## config.mk

```make
export PLATFORM = sky130hd
export DESIGN_NAME = sync_fifo
export DESIGN_NICKNAME = d
export VERILOG_FILES = /design/src/rtl/sync_fifo.sv
export SDC_FILE = /design/constraint.sdc
export NUM_CORES = 1
export LEC_CHECK = 0
export ABC_AREA = 1
export CORE_MARGIN = 2
export CORE_UTILIZATION = 55
export CTS_BUF_LIST = sky130_fd_sc_hd__clkbuf_8
export CTS_CLUSTER_SIZE = 8
export DETAILED_ROUTE_END_ITERATION = 10
export GPL_ROUTABILITY_DRIVEN = 0
export PLACE_DENSITY = 0.84
export SLEW_MARGIN = 20
export SYNTH_ARGS = -nofsm -noshare
export SYNTH_HDL_FRONTEND = slang
export SYNTH_SLANG_ARGS = --single-unit
```

## constraint.sdc

```tcl
create_clock -name clk_i -period 2.8 [get_ports clk_i]
set_input_delay 0.56 -clock clk_i [delete_from_list [all_inputs] [get_ports clk_i]]
set_output_delay 0.56 -clock clk_i [all_outputs]
set_load 0.03 [all_outputs]
```

## src/rtl/sync_fifo.sv

```systemverilog
// Single-clock FIFO with arbitrary depth (2..256), occupancy count, programmable
// almost-full / almost-empty thresholds and synchronous flush. Illegal pushes and
// pops are dropped in hardware and recorded in sticky error flags.
//
// Read mode (FWFT):
//   1 : the head entry is presented combinationally; rd_valid_o = !empty_o.
//   0 : an accepted pop registers the head into rd_data_o and pulses rd_valid_o
//       for the following cycle; rd_data_o holds otherwise.
//
// Ports:
//   clk_i        clock, rising edge
//   reset_i      synchronous active-high reset, highest priority
//   flush_i      synchronous empty request; overrides wr_en_i / rd_en_i
//   wr_en_i      push request
//   wr_data_i    push data
//   full_o       count_o == DEPTH
//   afull_o      count_o >= AFULL_TH
//   rd_en_i      pop request
//   rd_data_o    read data
//   rd_valid_o   rd_data_o qualifier
//   empty_o      count_o == 0
//   aempty_o     count_o <= AEMPTY_TH
//   count_o      entries currently stored
//   overflow_o   sticky: a push was rejected
//   underflow_o  sticky: a pop was rejected
//   err_clr_i    clears both sticky flags (a new error in the same cycle wins)

module sync_fifo #(
  parameter int unsigned WIDTH     = 8,
  parameter int unsigned DEPTH     = 16,
  parameter int unsigned AFULL_TH  = DEPTH - 1,
  parameter int unsigned AEMPTY_TH = 1,
  parameter bit          FWFT      = 1'b1,
  localparam int unsigned CW       = $clog2(DEPTH + 1)
) (
  input  logic             clk_i,
  input  logic             reset_i,
  input  logic             flush_i,
  input  logic             wr_en_i,
  input  logic [WIDTH-1:0] wr_data_i,
  output logic             full_o,
  output logic             afull_o,
  input  logic             rd_en_i,
  output logic [WIDTH-1:0] rd_data_o,
  output logic             rd_valid_o,
  output logic             empty_o,
  output logic             aempty_o,
  output logic [CW-1:0]    count_o,
  output logic             overflow_o,
  output logic             underflow_o,
  input  logic             err_clr_i
);

  localparam int unsigned PW = (DEPTH > 1) ? $clog2(DEPTH) : 1;

  // Parameter legality, caught at elaboration.
  if (WIDTH < 1 || WIDTH > 512) begin : g_bad_width
    $error("sync_fifo: WIDTH must be in 1..512");
  end
  if (DEPTH < 2 || DEPTH > 256) begin : g_bad_depth
    $error("sync_fifo: DEPTH must be in 2..256");
  end
  if (AFULL_TH < 1 || AFULL_TH > DEPTH) begin : g_bad_afull
    $error("sync_fifo: AFULL_TH must be in 1..DEPTH");
  end
  if (AEMPTY_TH > DEPTH - 1) begin : g_bad_aempty
    $error("sync_fifo: AEMPTY_TH must be in 0..DEPTH-1");
  end

  logic [WIDTH-1:0] mem_q [DEPTH];
  logic [PW-1:0]    wr_ptr_q, wr_ptr_d;
  logic [PW-1:0]    rd_ptr_q, rd_ptr_d;
  logic [CW-1:0]    count_q, count_d;
  logic             overflow_q, overflow_d;
  logic             underflow_q, underflow_d;

  logic empty, full;
  logic rd_acc, wr_acc;
  logic ovf_set, unf_set;

  // Explicit wrap so non-power-of-two depths work.
  function automatic logic [PW-1:0] ptr_inc(input logic [PW-1:0] p);
    return (p == PW'(DEPTH - 1)) ? '0 : p + 1'b1;
  endfunction

  always_comb begin
    empty = (count_q == '0);
    full  = (count_q == CW'(DEPTH));

    // Flush suppresses both requests, including their error side effects.
    rd_acc  = !flush_i && rd_en_i && !empty;
    wr_acc  = !flush_i && wr_en_i && (!full || rd_acc);
    ovf_set = !flush_i && wr_en_i && !wr_acc;
    unf_set = !flush_i && rd_en_i && empty;

    wr_ptr_d = wr_ptr_q;
    rd_ptr_d = rd_ptr_q;
    count_d  = count_q;
    if (flush_i) begin
      wr_ptr_d = '0;
      rd_ptr_d = '0;
      count_d  = '0;
    end else begin
      if (wr_acc) wr_ptr_d = ptr_inc(wr_ptr_q);
      if (rd_acc) rd_ptr_d = ptr_inc(rd_ptr_q);
      case ({wr_acc, rd_acc})
        2'b10:   count_d = count_q + CW'(1);
        2'b01:   count_d = count_q - CW'(1);
        default: count_d = count_q;
      endcase
    end

    // Set has priority over clear.
    overflow_d  = ovf_set || (overflow_q && !err_clr_i);
    underflow_d = unf_set || (underflow_q && !err_clr_i);
  end

  always_ff @(posedge clk_i) begin
    if (reset_i) begin
      wr_ptr_q    <= '0;
      rd_ptr_q    <= '0;
      count_q     <= '0;
      overflow_q  <= 1'b0;
      underflow_q <= 1'b0;
    end else begin
      wr_ptr_q    <= wr_ptr_d;
      rd_ptr_q    <= rd_ptr_d;
      count_q     <= count_d;
      overflow_q  <= overflow_d;
      underflow_q <= underflow_d;
    end
  end

  // Storage is not reset; flush and reset only move the pointers.
  always_ff @(posedge clk_i) begin
    if (!reset_i && wr_acc) begin
      mem_q[wr_ptr_q] <= wr_data_i;
    end
  end

  always_comb begin
    full_o      = full;
    empty_o     = empty;
    afull_o     = (count_q >= CW'(AFULL_TH));
    aempty_o    = (count_q <= CW'(AEMPTY_TH));
    count_o     = count_q;
    overflow_o  = overflow_q;
    underflow_o = underflow_q;
  end

  if (FWFT) begin : g_fwft
    always_comb begin
      rd_data_o  = mem_q[rd_ptr_q];
      rd_valid_o = !empty;
    end
  end else begin : g_reg_read
    logic [WIDTH-1:0] rd_data_q;
    logic             rd_valid_q;

    // rd_acc is already low during flush, so the valid pulse is suppressed there.
    always_ff @(posedge clk_i) begin
      if (reset_i) begin
        rd_data_q  <= '0;
        rd_valid_q <= 1'b0;
      end else begin
        if (rd_acc) rd_data_q <= mem_q[rd_ptr_q];
        rd_valid_q <= rd_acc;
      end
    end

    always_comb begin
      rd_data_o  = rd_data_q;
      rd_valid_o = rd_valid_q;
    end
  end

`ifndef SYNTHESIS
  always @(posedge clk_i) begin
    if (!reset_i && !flush_i && wr_en_i && full && !rd_acc) begin
      $warning("sync_fifo: push dropped while full");
    end
    if (!reset_i && !flush_i && rd_en_i && empty) begin
      $warning("sync_fifo: pop dropped while empty");
    end
  end
`endif

endmodule

```

==> reports/metrics.cfg <==
[floorplan]
rows=39
initial_utilization_pct=56.3
ios=34
die_area_sq_mm=0.0126
core_region_area_sq_mm=0.0114
die_w_um=112
die_h_um=112

[grt]
grt-ovfl-total=0
use_met3_pct=6.32
busiest_layer=met2
grt_pass1_wl_um=21600
grt_use_total_pct=22.6
antenna_found_initial=0
first_global_vias=4282
met2_usage_pct=37.1
grt_use_met1_pct=28.1
grt_max_degree=65

[pwr]
p_int_mw=3.44
ir_drop_mv=0.403
comb_power_share_pct=6.3
powerDensity_mw_per_mm2=595
clock_power_share_pct=39.3
sequentialPowerShare_pct=54.4
power_mw=4.41
p_sw_share_pct=21.9
p_sw_uw=965
power.leakage_nw=2.74

[timing]
layout_min_cycle_time_ns=2.68
rsz0062_at_grt=no
min_period_over_period_pct=95.6
finalSetupViolations=0
hold_viol=0
tightestPinTransition_ns=0.774
fmax_ghz=0.374
max-slew-margin-rel_pct=48.2
tns_ns=0
drv_slew=0
fin_skew_ns=0.0144

[status]
status=finished clean

[route]
drt_iter0_drc=533
drc=0
drtPass1Iterations=5
wirelength_um=13700
route.vias.total=4405
wire_per_inst_um=17.5
drt.antenna.violating_nets=0
vias_per_cell=5.63

[layout]
nNetsFinal=651
instances_no_fill=783
finish.utilization_pct=64.9
num_antenna_cells=0
drive_gt1_share_pct=10.8
syn_to_final_growth_pct=15.2

[yosys]
ys_seq_elements=147
synth-seq-area-share_pct=65.7
synthCells=582
netlist_top_cells_area=edfxtp_1 60%, dfxtp_1 5.9%, inv_1 5.1%
yosys.area.top_type=edfxtp_1
ys_types=31
yosys_warnings=0
syn_area_sq_mm=0.00643
syn_area_per_cell_sq_um=11.0
yosys.area.top_type_share_pct=59.8
synth_fp_nets=606

[critical_path]
cp_num_buf_inv=2
cp.required_ns=2.24
crit_path_start_kind=flip-flop
critPathKind=reg2out
crit_path_end_kind=primary output
crit_arrival_ns=2.12
cpLargestDelayFamily=buffers and inverters
critPathSlowestCell=clkdlybuf4s50_1
cp_max_fo=5
slowest_delay_ns=0.68
cp_cell_sequence=inv_1 > ha_1 > nand3_4 > clkdlybuf4s50_1

[clock_network]
numCtsBuffers=17
clk_latency_ns=0.45
cts_tree=yes
htreeDepth=4
clkSinkCount=147
ctsHoldBuffers=0
cts_root_buf=clkbuf_8
ctsLongestPathBuffers=2
cts.clk_slew.worst_paths_ns=0.08

[placement]
io_buffers=33
placed_cells=751
post-dp-hpwl_um=8920

[flow_run]
maxCapViolCount=0

[worst_hold_path]
hold_class=reg2reg

-- path summary, 6_finish.rpt --
check             slack [ns]  cells past startpoint      endpoint  startpoint
setup reg to reg        0.68                      8  mem_q[11][1]  count_o[1]
setup / recovery        0.12                      4    rd_valid_o  count_o[1]
hold / removal          0.47                      2    overflow_o  overflow_o
hold reg to reg         0.47                      2    overflow_o  overflow_o
-- Yosys cell counts --
cell type and number:
a21oi_1 42, buf_1 4, buf_2 13, buf_4 1, buf_6 3, clkbuf_1 7, dfxtp_1 19, edfxtp_1 128
ha_1 10, inv_1 87, inv_2 3, nand2_1 78, nand2_2 1, nand2_4 1, nand3_1 63, nand3_2 2
nand3_4 2, nand3b_1 3, nand4_1 1, nor2_1 32, nor2_2 3, nor2_4 1, nor2_8 1, o211ai_1 32
o21ai_0 35, o21ai_1 1, o21ai_2 1, o21ai_4 1, or2_2 1, xnor2_1 2, xor2_1 4
-- cell usage in the layout (no fill, tap or decap), types with 3 or more instances in the layout --
master / instances
o211ai_1: 32
nor2_1: 32
a21oi_1: 42
nand3b_1: 3
edfxtp_1: 128
buf_12: 3
dlygate4sd2_1: 9
buf_4: 18
nand2_1: 78
clkbuf_8: 17
inv_2: 3
bufinv_16: 4
inv_1: 88
xor2_1: 4
ha_1: 10
clkinvlp_4: 3
dfxtp_1: 17
clkdlybuf4s50_1: 22
nor2_2: 3
nand3_1: 63
o21ai_0: 35
-- registers in the layout, summed over array words and instances (netlist names), named ones only --
name	flops
mem_q	128
count_o	5
rd_ptr_q	4
wr_ptr_q	4
overflow_o	1
underflow_o	1
-- layer usage --
metal | vias to the layer above | share of wire, %
li1 | 2089 | -
met1 | 2092 | 41
met2 | 191 | 50
met3 | 33 | 6.8
met4 | 0 | 2.8
met5 | - | 0
-- stage by stage --
step	setup slack (ns)	area [sq um]	hold WS, ns
2_1_floorplan	0.555	6430	0.460
3_3_place_gp	0.362	6990	0.456
3_5_place_dp	0.299	6990	0.465
4_1_cts	0.0554	7400	0.478
5_1_grt	0.00735	7410	0.503
6_report	0.124	7410	0.474
-- power by group through the flow --
stage / combinational (mW) / clock [mW] / sequential [mW]
6_report: 0.277 / 1.73 / 2.40
3_3_place_gp: 0.273 / 0 / 2.45
2_1_floorplan: 0.158 / 0 / 2.45
4_1_cts: 0.276 / 1.77 / 2.40
5_1_grt: 0.300 / 1.84 / 2.40
3_5_place_dp: 0.281 / 0 / 2.45
-- worst min-delay path, cell delays in order, from the launching register on --
cell	delay, ns
dfxtp_1	0.31
nand2_1	0.06
a21oi_1	0.06
-- layout make-up --
class                      instances  area, sq um
sequential                       147         4230
fill                             830         4010
multi-input combinational        317         1720
timing repair buffer              54          517
inverter                          90          338
clock buffer                      17          234
clock inverter                    15          190
tap                              143          179
-- cell families (layout without fill, tap and decap cells) --
kind of cell	after synthesis	in the layout	synth area share, %
fa+ha+maj	10	10	1.95
compound gates	112	112	10.2
flops	147	147	65.7
xor+xnor	6	6	0.817
buf+inv	118	176	7.55
simple gates	189	189	13.8
-- what timing repair did --
action                                  4_1_cts  5_1_grt
buffers inserted                              0        0
cloned                                        0        0
endpoints found under the setup margin       10        2
resized for setup                            10        2
Power figures use the tool's default switching activity.
